$ cat config.mk
export PLATFORM = sky130hd
export DESIGN_NAME = fifo2linebuf_flat
export DESIGN_NICKNAME = d
export VERILOG_FILES = /design/src/rtl/fifo2linebuf_pkg.sv /design/src/rtl/fifo2linebuf_if.sv /design/src/rtl/fifo2linebuf.sv /design/src/flat_wrapper.sv
export SDC_FILE = /design/constraint.sdc
export NUM_CORES = 1
export LEC_CHECK = 0
export ABC_AREA = 1
export CORE_UTILIZATION = 56
export CTS_BUF_LIST = sky130_fd_sc_hd__clkbuf_2 sky130_fd_sc_hd__clkbuf_4 sky130_fd_sc_hd__clkbuf_8
export DETAILED_ROUTE_END_ITERATION = 6
export GPL_TIMING_DRIVEN = 0
export PLACE_DENSITY = 0.83
export SLEW_MARGIN = 20
export SYNTH_ARGS = -nofsm -noshare
export SYNTH_HDL_FRONTEND = slang
export SYNTH_SLANG_ARGS = --single-unit
$ cat constraint.sdc
create_clock -name clk125 -period 4.9 [get_ports clk125]
set_clock_uncertainty 0.15 [all_clocks]
set_input_delay 0.735 -clock clk125 [delete_from_list [all_inputs] [get_ports clk125]]
set_output_delay 0.735 -clock clk125 [all_outputs]
set_load 0.02 [all_outputs]
$ cat src/rtl/fifo2linebuf_pkg.sv
// rtl/fifo2linebuf_pkg.sv - word layout, state encoding and widths shared by fifo2linebuf
package fifo2linebuf_pkg;

  localparam int WORD_W  = 29;
  localparam int RSV_BIT = 28;
  localparam int SEG_BIT = 27;
  localparam int Y_MSB   = 26;
  localparam int Y_LSB   = 16;
  localparam int PIX_MSB = 15;
  localparam int PIX_LSB = 0;

  localparam int Y_W    = 11;
  localparam int PIX_W  = 16;
  localparam int X_W    = 11;
  localparam int LEN_W  = 11;
  localparam int BANK_W = 1;
  localparam int ADDR_W = BANK_W + X_W;

  typedef enum logic [1:0] {
    IDLE      = 2'd0,
    FILL      = 2'd1,
    WAIT_BANK = 2'd2
  } state_t;

  // x is kept one bit wider than the RAM column so LINE_PIXELS=2048 stays representable
  function automatic logic [X_W:0] seg_base(input logic seg, input logic [X_W:0] seg_pixels);
    return seg ? seg_pixels : '0;
  endfunction

endpackage

$ cat src/rtl/fifo2linebuf_if.sv
// rtl/fifo2linebuf_if.sv - FIFO head, line-RAM write and line-close signals of fifo2linebuf
interface fifo2linebuf_if;
  import fifo2linebuf_pkg::*;

  logic [WORD_W-1:0] fifo_dout;
  logic              fifo_empty;
  logic              fifo_rd_en;
  logic [1:0]        bank_free;
  logic              wr_en;
  logic [ADDR_W-1:0] wr_addr;
  logic [PIX_W-1:0]  wr_data;
  logic              line_done;
  logic [Y_W-1:0]    line_y;
  logic              line_bank;
  logic [LEN_W-1:0]  line_len;
  logic              err_ovf;

  modport master (
    input  fifo_dout, fifo_empty, bank_free,
    output fifo_rd_en, wr_en, wr_addr, wr_data,
    output line_done, line_y, line_bank, line_len, err_ovf
  );

  modport slave (
    output fifo_dout, fifo_empty, bank_free,
    input  fifo_rd_en, wr_en, wr_addr, wr_data,
    input  line_done, line_y, line_bank, line_len, err_ovf
  );
endinterface

$ cat src/rtl/fifo2linebuf.sv
// rtl/fifo2linebuf.sv - packs FWFT video FIFO words into a two-bank line RAM (LINEBUF_STATS_EN adds drop_cnt)
module fifo2linebuf
  import fifo2linebuf_pkg::*;
#(
  parameter SEG_PIXELS  = 11'd600,
  parameter LINE_PIXELS = 11'd1200,
  parameter IDLE_FLUSH  = 16'd4096
) (
  input  logic          clk125,
  input  logic          sys_rst,
  fifo2linebuf_if.master bus
`ifdef LINEBUF_STATS_EN
  ,
  output logic [15:0]   drop_cnt
`endif
);

  localparam logic [X_W:0] SEG_PIX    = 12'(SEG_PIXELS);
  localparam logic [X_W:0] LINE_MAX   = 12'(LINE_PIXELS);
  localparam logic [15:0]  FLUSH_LAST = 16'(IDLE_FLUSH - 1);

  state_t           state;
  logic [X_W:0]     x;
  logic [Y_W-1:0]   cur_y;
  logic             seg;
  logic             cur_bank;
  logic             last_bank;
  logic             has_last;
  logic [1:0]       claim;
  logic [LEN_W-1:0] len;
  logic [15:0]      idle_cnt;

  logic              wr_en_r;
  logic [ADDR_W-1:0] wr_addr_r;
  logic [PIX_W-1:0]  wr_data_r;
  logic              line_done_r;
  logic [Y_W-1:0]    line_y_r;
  logic              line_bank_r;
  logic [LEN_W-1:0]  line_len_r;
  logic              err_ovf_r;

  logic [Y_W-1:0]   head_y;
  logic             head_seg;
  logic [PIX_W-1:0] head_pix;
  logic             unused_rsv;
  logic [1:0]       avail;
  logic             pref;
  logic             pick;
  logic             accept;
  logic             ovf;
  logic             close_line;
  logic [X_W:0]     x_use;

  assign head_y     = bus.fifo_dout[Y_MSB:Y_LSB];
  assign head_seg   = bus.fifo_dout[SEG_BIT];
  assign head_pix   = bus.fifo_dout[PIX_MSB:PIX_LSB];
  assign unused_rsv = bus.fifo_dout[RSV_BIT];

  // Alternate banks so the consumer can still read the previous line; bank 0 first after reset
  assign avail = bus.bank_free & ~claim;
  assign pref  = has_last ? ~last_bank : 1'b0;
  assign pick  = avail[pref] ? pref : ~pref;

  assign accept     = (state == FILL) && !bus.fifo_empty && (head_y == cur_y);
  assign x_use      = (head_seg != seg) ? seg_base(head_seg, SEG_PIX) : x;
  assign ovf        = accept && (x_use >= LINE_MAX);
  assign close_line = (state == FILL) &&
                      (bus.fifo_empty ? (idle_cnt == FLUSH_LAST) : (head_y != cur_y));

  assign bus.fifo_rd_en = accept;
  assign bus.wr_en      = wr_en_r;
  assign bus.wr_addr    = wr_addr_r;
  assign bus.wr_data    = wr_data_r;
  assign bus.line_done  = line_done_r;
  assign bus.line_y     = line_y_r;
  assign bus.line_bank  = line_bank_r;
  assign bus.line_len   = line_len_r;
  assign bus.err_ovf    = err_ovf_r;

  always_ff @(posedge clk125 or posedge sys_rst) begin
    if (sys_rst) begin
      state       <= IDLE;
      x           <= '0;
      cur_y       <= '0;
      seg         <= 1'b0;
      cur_bank    <= 1'b0;
      last_bank   <= 1'b0;
      has_last    <= 1'b0;
      claim       <= 2'b00;
      len         <= '0;
      idle_cnt    <= '0;
      wr_en_r     <= 1'b0;
      wr_addr_r   <= '0;
      wr_data_r   <= '0;
      line_done_r <= 1'b0;
      line_y_r    <= '0;
      line_bank_r <= 1'b0;
      line_len_r  <= '0;
      err_ovf_r   <= 1'b0;
    end else begin
      wr_en_r     <= 1'b0;
      line_done_r <= 1'b0;
      err_ovf_r   <= 1'b0;
      case (state)
        IDLE, WAIT_BANK: begin
          if (bus.fifo_empty) begin
            state <= IDLE;
          end else if (|avail) begin
            cur_bank  <= pick;
            last_bank <= pick;
            has_last  <= 1'b1;
            claim     <= pick ? 2'b10 : 2'b01;
            cur_y     <= head_y;
            seg       <= head_seg;
            x         <= seg_base(head_seg, SEG_PIX);
            len       <= '0;
            idle_cnt  <= '0;
            state     <= FILL;
          end else begin
            state <= WAIT_BANK;
          end
        end
        FILL: begin
          if (close_line) begin
            line_done_r <= 1'b1;
            line_y_r    <= cur_y;
            line_bank_r <= cur_bank;
            line_len_r  <= len;
            claim       <= 2'b00;
            state       <= IDLE;
          end else if (bus.fifo_empty) begin
            idle_cnt <= idle_cnt + 16'd1;
          end else begin
            idle_cnt <= '0;
            seg      <= head_seg;
            if (ovf) begin
              err_ovf_r <= 1'b1;
              x         <= LINE_MAX;
            end else begin
              wr_en_r   <= 1'b1;
              wr_addr_r <= {cur_bank, x_use[X_W-1:0]};
              wr_data_r <= head_pix;
              x         <= x_use + 12'd1;
              if (len != '1) len <= len + 11'd1;
            end
          end
        end
        default: state <= IDLE;
      endcase
    end
  end

`ifdef LINEBUF_STATS_EN
  always_ff @(posedge clk125 or posedge sys_rst) begin
    if (sys_rst) begin
      drop_cnt <= '0;
    end else if (ovf && (drop_cnt != 16'hFFFF)) begin
      drop_cnt <= drop_cnt + 16'd1;
    end
  end
`endif

endmodule

$ cat src/flat_wrapper.sv
// flat-port wrapper written by rule: the top's interface ports become plain ports
module fifo2linebuf_flat import fifo2linebuf_pkg::*;
#(
  parameter SEG_PIXELS  = 11'd600,
  parameter LINE_PIXELS = 11'd1200,
  parameter IDLE_FLUSH  = 16'd4096
)
  (clk125, sys_rst, bus_fifo_dout, bus_fifo_empty, bus_bank_free, bus_fifo_rd_en, bus_wr_en, bus_wr_addr, bus_wr_data, bus_line_done, bus_line_y, bus_line_bank, bus_line_len, bus_err_ovf);
  fifo2linebuf_if bus_i ();
  input  logic clk125;
  input  logic sys_rst;
  input wire logic [$bits(bus_i.fifo_dout)-1:0] bus_fifo_dout;
  input wire logic [$bits(bus_i.fifo_empty)-1:0] bus_fifo_empty;
  input wire logic [$bits(bus_i.bank_free)-1:0] bus_bank_free;
  output wire logic [$bits(bus_i.fifo_rd_en)-1:0] bus_fifo_rd_en;
  output wire logic [$bits(bus_i.wr_en)-1:0] bus_wr_en;
  output wire logic [$bits(bus_i.wr_addr)-1:0] bus_wr_addr;
  output wire logic [$bits(bus_i.wr_data)-1:0] bus_wr_data;
  output wire logic [$bits(bus_i.line_done)-1:0] bus_line_done;
  output wire logic [$bits(bus_i.line_y)-1:0] bus_line_y;
  output wire logic [$bits(bus_i.line_bank)-1:0] bus_line_bank;
  output wire logic [$bits(bus_i.line_len)-1:0] bus_line_len;
  output wire logic [$bits(bus_i.err_ovf)-1:0] bus_err_ovf;
  assign bus_i.fifo_dout = bus_fifo_dout;
  assign bus_i.fifo_empty = bus_fifo_empty;
  assign bus_i.bank_free = bus_bank_free;
  assign bus_fifo_rd_en = bus_i.fifo_rd_en;
  assign bus_wr_en = bus_i.wr_en;
  assign bus_wr_addr = bus_i.wr_addr;
  assign bus_wr_data = bus_i.wr_data;
  assign bus_line_done = bus_i.line_done;
  assign bus_line_y = bus_i.line_y;
  assign bus_line_bank = bus_i.line_bank;
  assign bus_line_len = bus_i.line_len;
  assign bus_err_ovf = bus_i.err_ovf;
  fifo2linebuf #(.SEG_PIXELS(SEG_PIXELS), .LINE_PIXELS(LINE_PIXELS), .IDLE_FLUSH(IDLE_FLUSH)) u_core (.clk125(clk125), .sys_rst(sys_rst), .bus(bus_i));
endmodule
# Word-level counts from Yosys, hierarchy flattened
# Index checks and enable logic that the tools add are counted.
dict set report totals {
  input_bits 34
  out_inout_bits 55
  register_bits 111
  wordCells 107
}
dict set report op_classes {
  order_cmp 2
  n_reduce_logical 16
  add_sub_neg 3
  muxes 48
  eq_ne 14
  bitwise 7
}
# operator count
set op_table {}
lappend op_table {{12-bit 2-to-1 mux} 6}
lappend op_table {{11-bit 2-to-1 mux} 6}
lappend op_table {{16-bit 2-to-1 mux} 4}
lappend op_table {{16-bit one-hot mux with 2 select lines} 1}
lappend op_table {{12-bit one-hot mux with 2 select lines} 1}
lappend op_table {{11-bit one-hot mux with 2 select lines} 1}
lappend op_table {{1-bit 2-to-1 mux} 19}
lappend op_table {{16-bit by 1-bit adder with 16-bit output, second input constant} 1}
lappend op_table {{16-bit by 12-bit == test with 1-bit output, second input constant} 1}
lappend op_table {{12-bit by 1-bit adder with 12-bit output, second input constant} 1}
lappend op_table {{12-bit by 11-bit greater-or-equal comparator with 1-bit output, second input constant} 1}
lappend op_table {{2-bit 2-to-1 mux} 6}
lappend op_table {{4-bit AND reduction} 3}
lappend op_table {{11-bit by 1-bit adder with 11-bit output, second input constant} 1}
lappend op_table {{11-bit == test} 1}
lappend op_table {{11-bit != test} 1}
lappend op_table {{11-bit != test, second input constant} 1}
lappend op_table {{10-bit 2-to-1 mux} 1}
lappend op_table {{2-bit != test, second input constant} 5}
lappend op_table {{2-bit one-hot mux with 2 select lines} 2}
lappend op_table {{7-bit AND reduction} 1}
lappend op_table {{1-bit inverter} 5}
lappend op_table {{5-bit AND reduction} 1}
lappend op_table {{1-bit logical AND} 4}
lappend op_table {{other kinds (14)} 16}

# Depth between registers and ports, before layout
dict set report depth {
  ltp_word 9
  mapped_depth 14
  mapped_depth_nobuf 12
}

# Worst setup path after synthesis
# No wires, ideal clock.
dict set report synth_timing {
  path_kind {input to output}
  start {in bus_fifo_empty}
  end {out bus_fifo_rd_en}
  stages 6
  setup_slack_ns 2.447
  required_ns 4.015
  arrival_time_ns 1.568
  path_cell_list {buf_2 -> a21oi_1 -> nand2_1 -> nor2_1 -> nand3_1 -> nor2_2}
}
dict set report synth_via {
  elab_chain_len 3
}
# item line
set synth_rtl {}
lappend synth_rtl {{from (decl)} flat_wrapper.sv:13} ;# input wire logic [$bits(bus_i.fifo_empty)-1:0] bus_fifo_empty;
lappend synth_rtl {{1-bit zero test} fifo2linebuf.sv:64} ;# assign accept = (state == FILL) && !bus.fifo_empty && (head_y == cur_y);
lappend synth_rtl {{1-bit logical AND (2 in series)} fifo2linebuf.sv:64}
lappend synth_rtl {{to (decl)} flat_wrapper.sv:15} ;# output wire logic [$bits(bus_i.fifo_rd_en)-1:0] bus_fifo_rd_en;
# No other way between the ends.

# Final worst setup path
dict set report layout_timing {
  start {in bus_fifo_dout[19]}
  end {out bus_fifo_rd_en}
}
dict set report layout_via {
  elab_chain_len 2
}
# item line
set layout_rtl {}
lappend layout_rtl {{from (decl)} flat_wrapper.sv:12} ;# input wire logic [$bits(bus_i.fifo_dout)-1:0] bus_fifo_dout;
lappend layout_rtl {{11-bit == test} fifo2linebuf.sv:64}
lappend layout_rtl {{1-bit logical AND} fifo2linebuf.sv:64}
# No other way between the ends.

==> reports/metrics.cfg <==
[power]
leakagePower_nw=3.22
pwr_density_cell_nw_per_um2=384
peakVddDrop_mv=0.389

[clocking]
cts_root_buffer=clkbuf_8
cts_buffer_depth=2
cts_tree=yes
clk_pin_slew_ns=0.10
cts_sinks=111
ctsHoldBuffers=0
numCtsBuffers=9
clock_latency_ns=0.37
cts-resized-gates=0
htreeDepth=3
cts_setup_buffers=0

[sta]
finalHoldViolCount=0
layout_worst_path_cycle_share=0.738
tightest_slew_ns=0.593
rsz0062_at_grt=no
fin_ws_ns=1.28
maxSlewViolCount=0
fmax_mhz=276
hold_slack_ns=0.324
slew_headroom=0.605
min_period_ns=3.62
finalSetupViolations=0

[placement]
portBuffers=86
post-dp-hpwl_mm=9.97
globalplace.congestion=0.912
place_ws_ns=1.27

[final_layout]
n_fill_cell=799
syn_to_final_growth_pct=21.9
final_nets=848
antenna_cells=0
final_common_cell=nand2_1
drive_gt1_frac=0.0712
final_cell_mix=nand2_1 (211), dfrtp_1 (111), clkdlybuf4s50_1 (86)

[global_routing]
grt_max_degree=68
grt-ovfl-total=0
grt_pass1_wl_mm=22.7
grt_pass1_vias=4845
antenna_found_initial=0
grt_usage=0.283

[critical_path]
r2r_start=u_core.idle_cnt[0]$_DFFE_PP0P_
ff2ff_setup_slack_ns=2.48
ff2ff_path_depth=13
path_max_fanout=5
r2r_end=u_core.idle_cnt[11]$_DFFE_PP0P_
cp.required_ns=4.01
worstSetupEndpointType=primary output
crit_arrival_ns=2.73
worst-setup-path-type=input pin to primary output
start_kind=input pin

[synthesis]
synth_seq_area_share=0.496
netlist_area_sq_um=5600
synth-edff-count=0
ys_types=31
synth_area_per_cell_sq_um=7.87
ys_seq_elements=111
syn_inst=712
async_reset_ff_frac=1.00
synth-main-ff-cell=dfrtp_1
syn_nets=750
synth_warnings=0

[die]
die_x_um=102
rows=36
core_sq_um=9730
die_area_sq_um=10400
io-pin-count=89
die_h_um=102
start_util=0.576

[min_path]
hp-class=register to register
min_delay_path_depth=2
hold_path.startpoint=u_core.has_last$_DFFE_PP0P_
min_to=u_core.has_last$_DFFE_PP0P_

[detailed_routing]
vias=5066
final_antenna_net_count=0
drt_iter0_drc=321
avgViaCountPerCell=5.34
dr.pass1.iters=5
drc=0
detail_route.wl_per_cell_um=14.4
wl_mm=13.6

[status]
status=complete, no violations

[flow_run]
drv_cap=0

==> synthesized netlist by cell type, types with 4 or more instances <==
library cell / n / area [sq um]
nand2_1: 211 / 792
dfrtp_1: 111 / 2780
inv_1: 69 / 259
nor2_1: 69 / 259
o21ai_0: 55 / 275
nand3_1: 42 / 210
nand4_1: 22 / 138
nor3_1: 18 / 90.1
o21a_1: 17 / 128
clkbuf_1: 14 / 52.6
a21oi_1: 13 / 65.1
xor2_1: 12 / 105
buf_2: 7 / 35.0
a21oi_2: 5 / 43.8
buf_4: 5 / 37.5
nand2_2: 5 / 31.3
ha_1: 4 / 50.1
nor2_4: 4 / 45.0
==> registers in the layout, summed over array words and instances, names as in the netlist <==
| register | cells |
|---|---|
| u_core.bus.wr_data | 16 |
| u_core.idle_cnt | 16 |
| u_core.bus.line_done | 1 |
| u_core.state | 2 |
| u_core.seg | 1 |
| u_core.x | 12 |
| u_core.bus.wr_en | 1 |
| u_core.has_last | 1 |
| u_core.cur_y | 11 |
| u_core.bus.line_bank | 1 |
| u_core.claim | 2 |
| u_core.len | 11 |
| u_core.bus.wr_addr | 12 |
| u_core.bus.line_len | 11 |
| u_core.bus.err_ovf | 1 |
| u_core.cur_bank | 1 |
| u_core.bus.line_y | 11 |
==> stage by stage <==
| stage | utilization | TNS [ns] | total power, mW | cells | area [sq um] |
|---|---|---|---|---|---|
| global route | 0.702 | 0 | 2.80 | 948 | 6830 |
| global placement | 0.681 | -51.35 | 2.11 | 931 | 6630 |
| finish | 0.702 | 0 | 2.62 | 948 | 6830 |
| detailed placement | 0.685 | 0 | 2.14 | 932 | 6660 |
| CTS | 0.702 | 0 | 2.64 | 948 | 6830 |
| floorplan | - | 0 | 1.78 | 712 | 5600 |
==> per-layer routing <==
metal	track usage	share of wire
met5	0	0
met4	0.129	0.025
met3	0.0499	0.070
met2	0.446	0.45
met1	0.385	0.45
==> critical path, cell delays in order <==
cell             delay, ns
clkdlybuf4s50_1       0.51
inv_1                 0.07
nand2_1               0.06
nand2_1               0.05
inv_1                 0.04
nand2_1               0.04
nor2_1                0.13
nand3_1               0.16
nor2_2                0.29
clkdlybuf4s50_1       0.67
==> power breakdown <==
| group | switching (mW) | internal [mW] | total [mW] |
|---|---|---|---|
| Combinational | 0.547 | 0.362 | 0.908 |
| Sequential | 0.130 | 1.09 | 1.22 |
| Clock | 0.293 | 0.200 | 0.493 |
| Total | 0.970 | 1.65 | 2.62 |
==> layout make-up <==
type	instances	area [sq um]	share of cell area
Buffer	29	159	0.0233
Tap cell	133	166	0.0244
Timing Repair Buffer	87	888	0.130
Sequential cell	111	2780	0.407
Clock buffer	12	146	0.0214
Multi-Input combinational cell	500	2400	0.351
Clock inverter	4	22.5	0.00330
Inverter	72	275	0.0403
==> cell families after synthesis <==
group           Yosys count  synth area share
compound gates          100             0.103
xor+xnor                 14            0.0219
fa+ha+maj                 4           0.00893
buf+inv                 101            0.0766
flops                   111             0.496
simple gates            382             0.294
==> worst max path at each step <==
stage	to	cells after the start	slack, ns	start
after global placement	u_core.len[5]$_DFFE_PP0P_	2	-0.47	sys_rst
after CTS	bus_fifo_rd_en	10	1.27	bus_fifo_dout[19]
after global routing	bus_fifo_rd_en	10	1.18	bus_fifo_dout[26]
after floorplan	u_core.bus.err_ovf$_DFF_PP0_	1	1.08	sys_rst
final	bus_fifo_rd_en	10	1.28	bus_fifo_dout[19]
after detailed placement	bus_fifo_rd_en	10	1.27	bus_fifo_dout[19]
No activity file was read; power rests on OpenSTA's default activity.
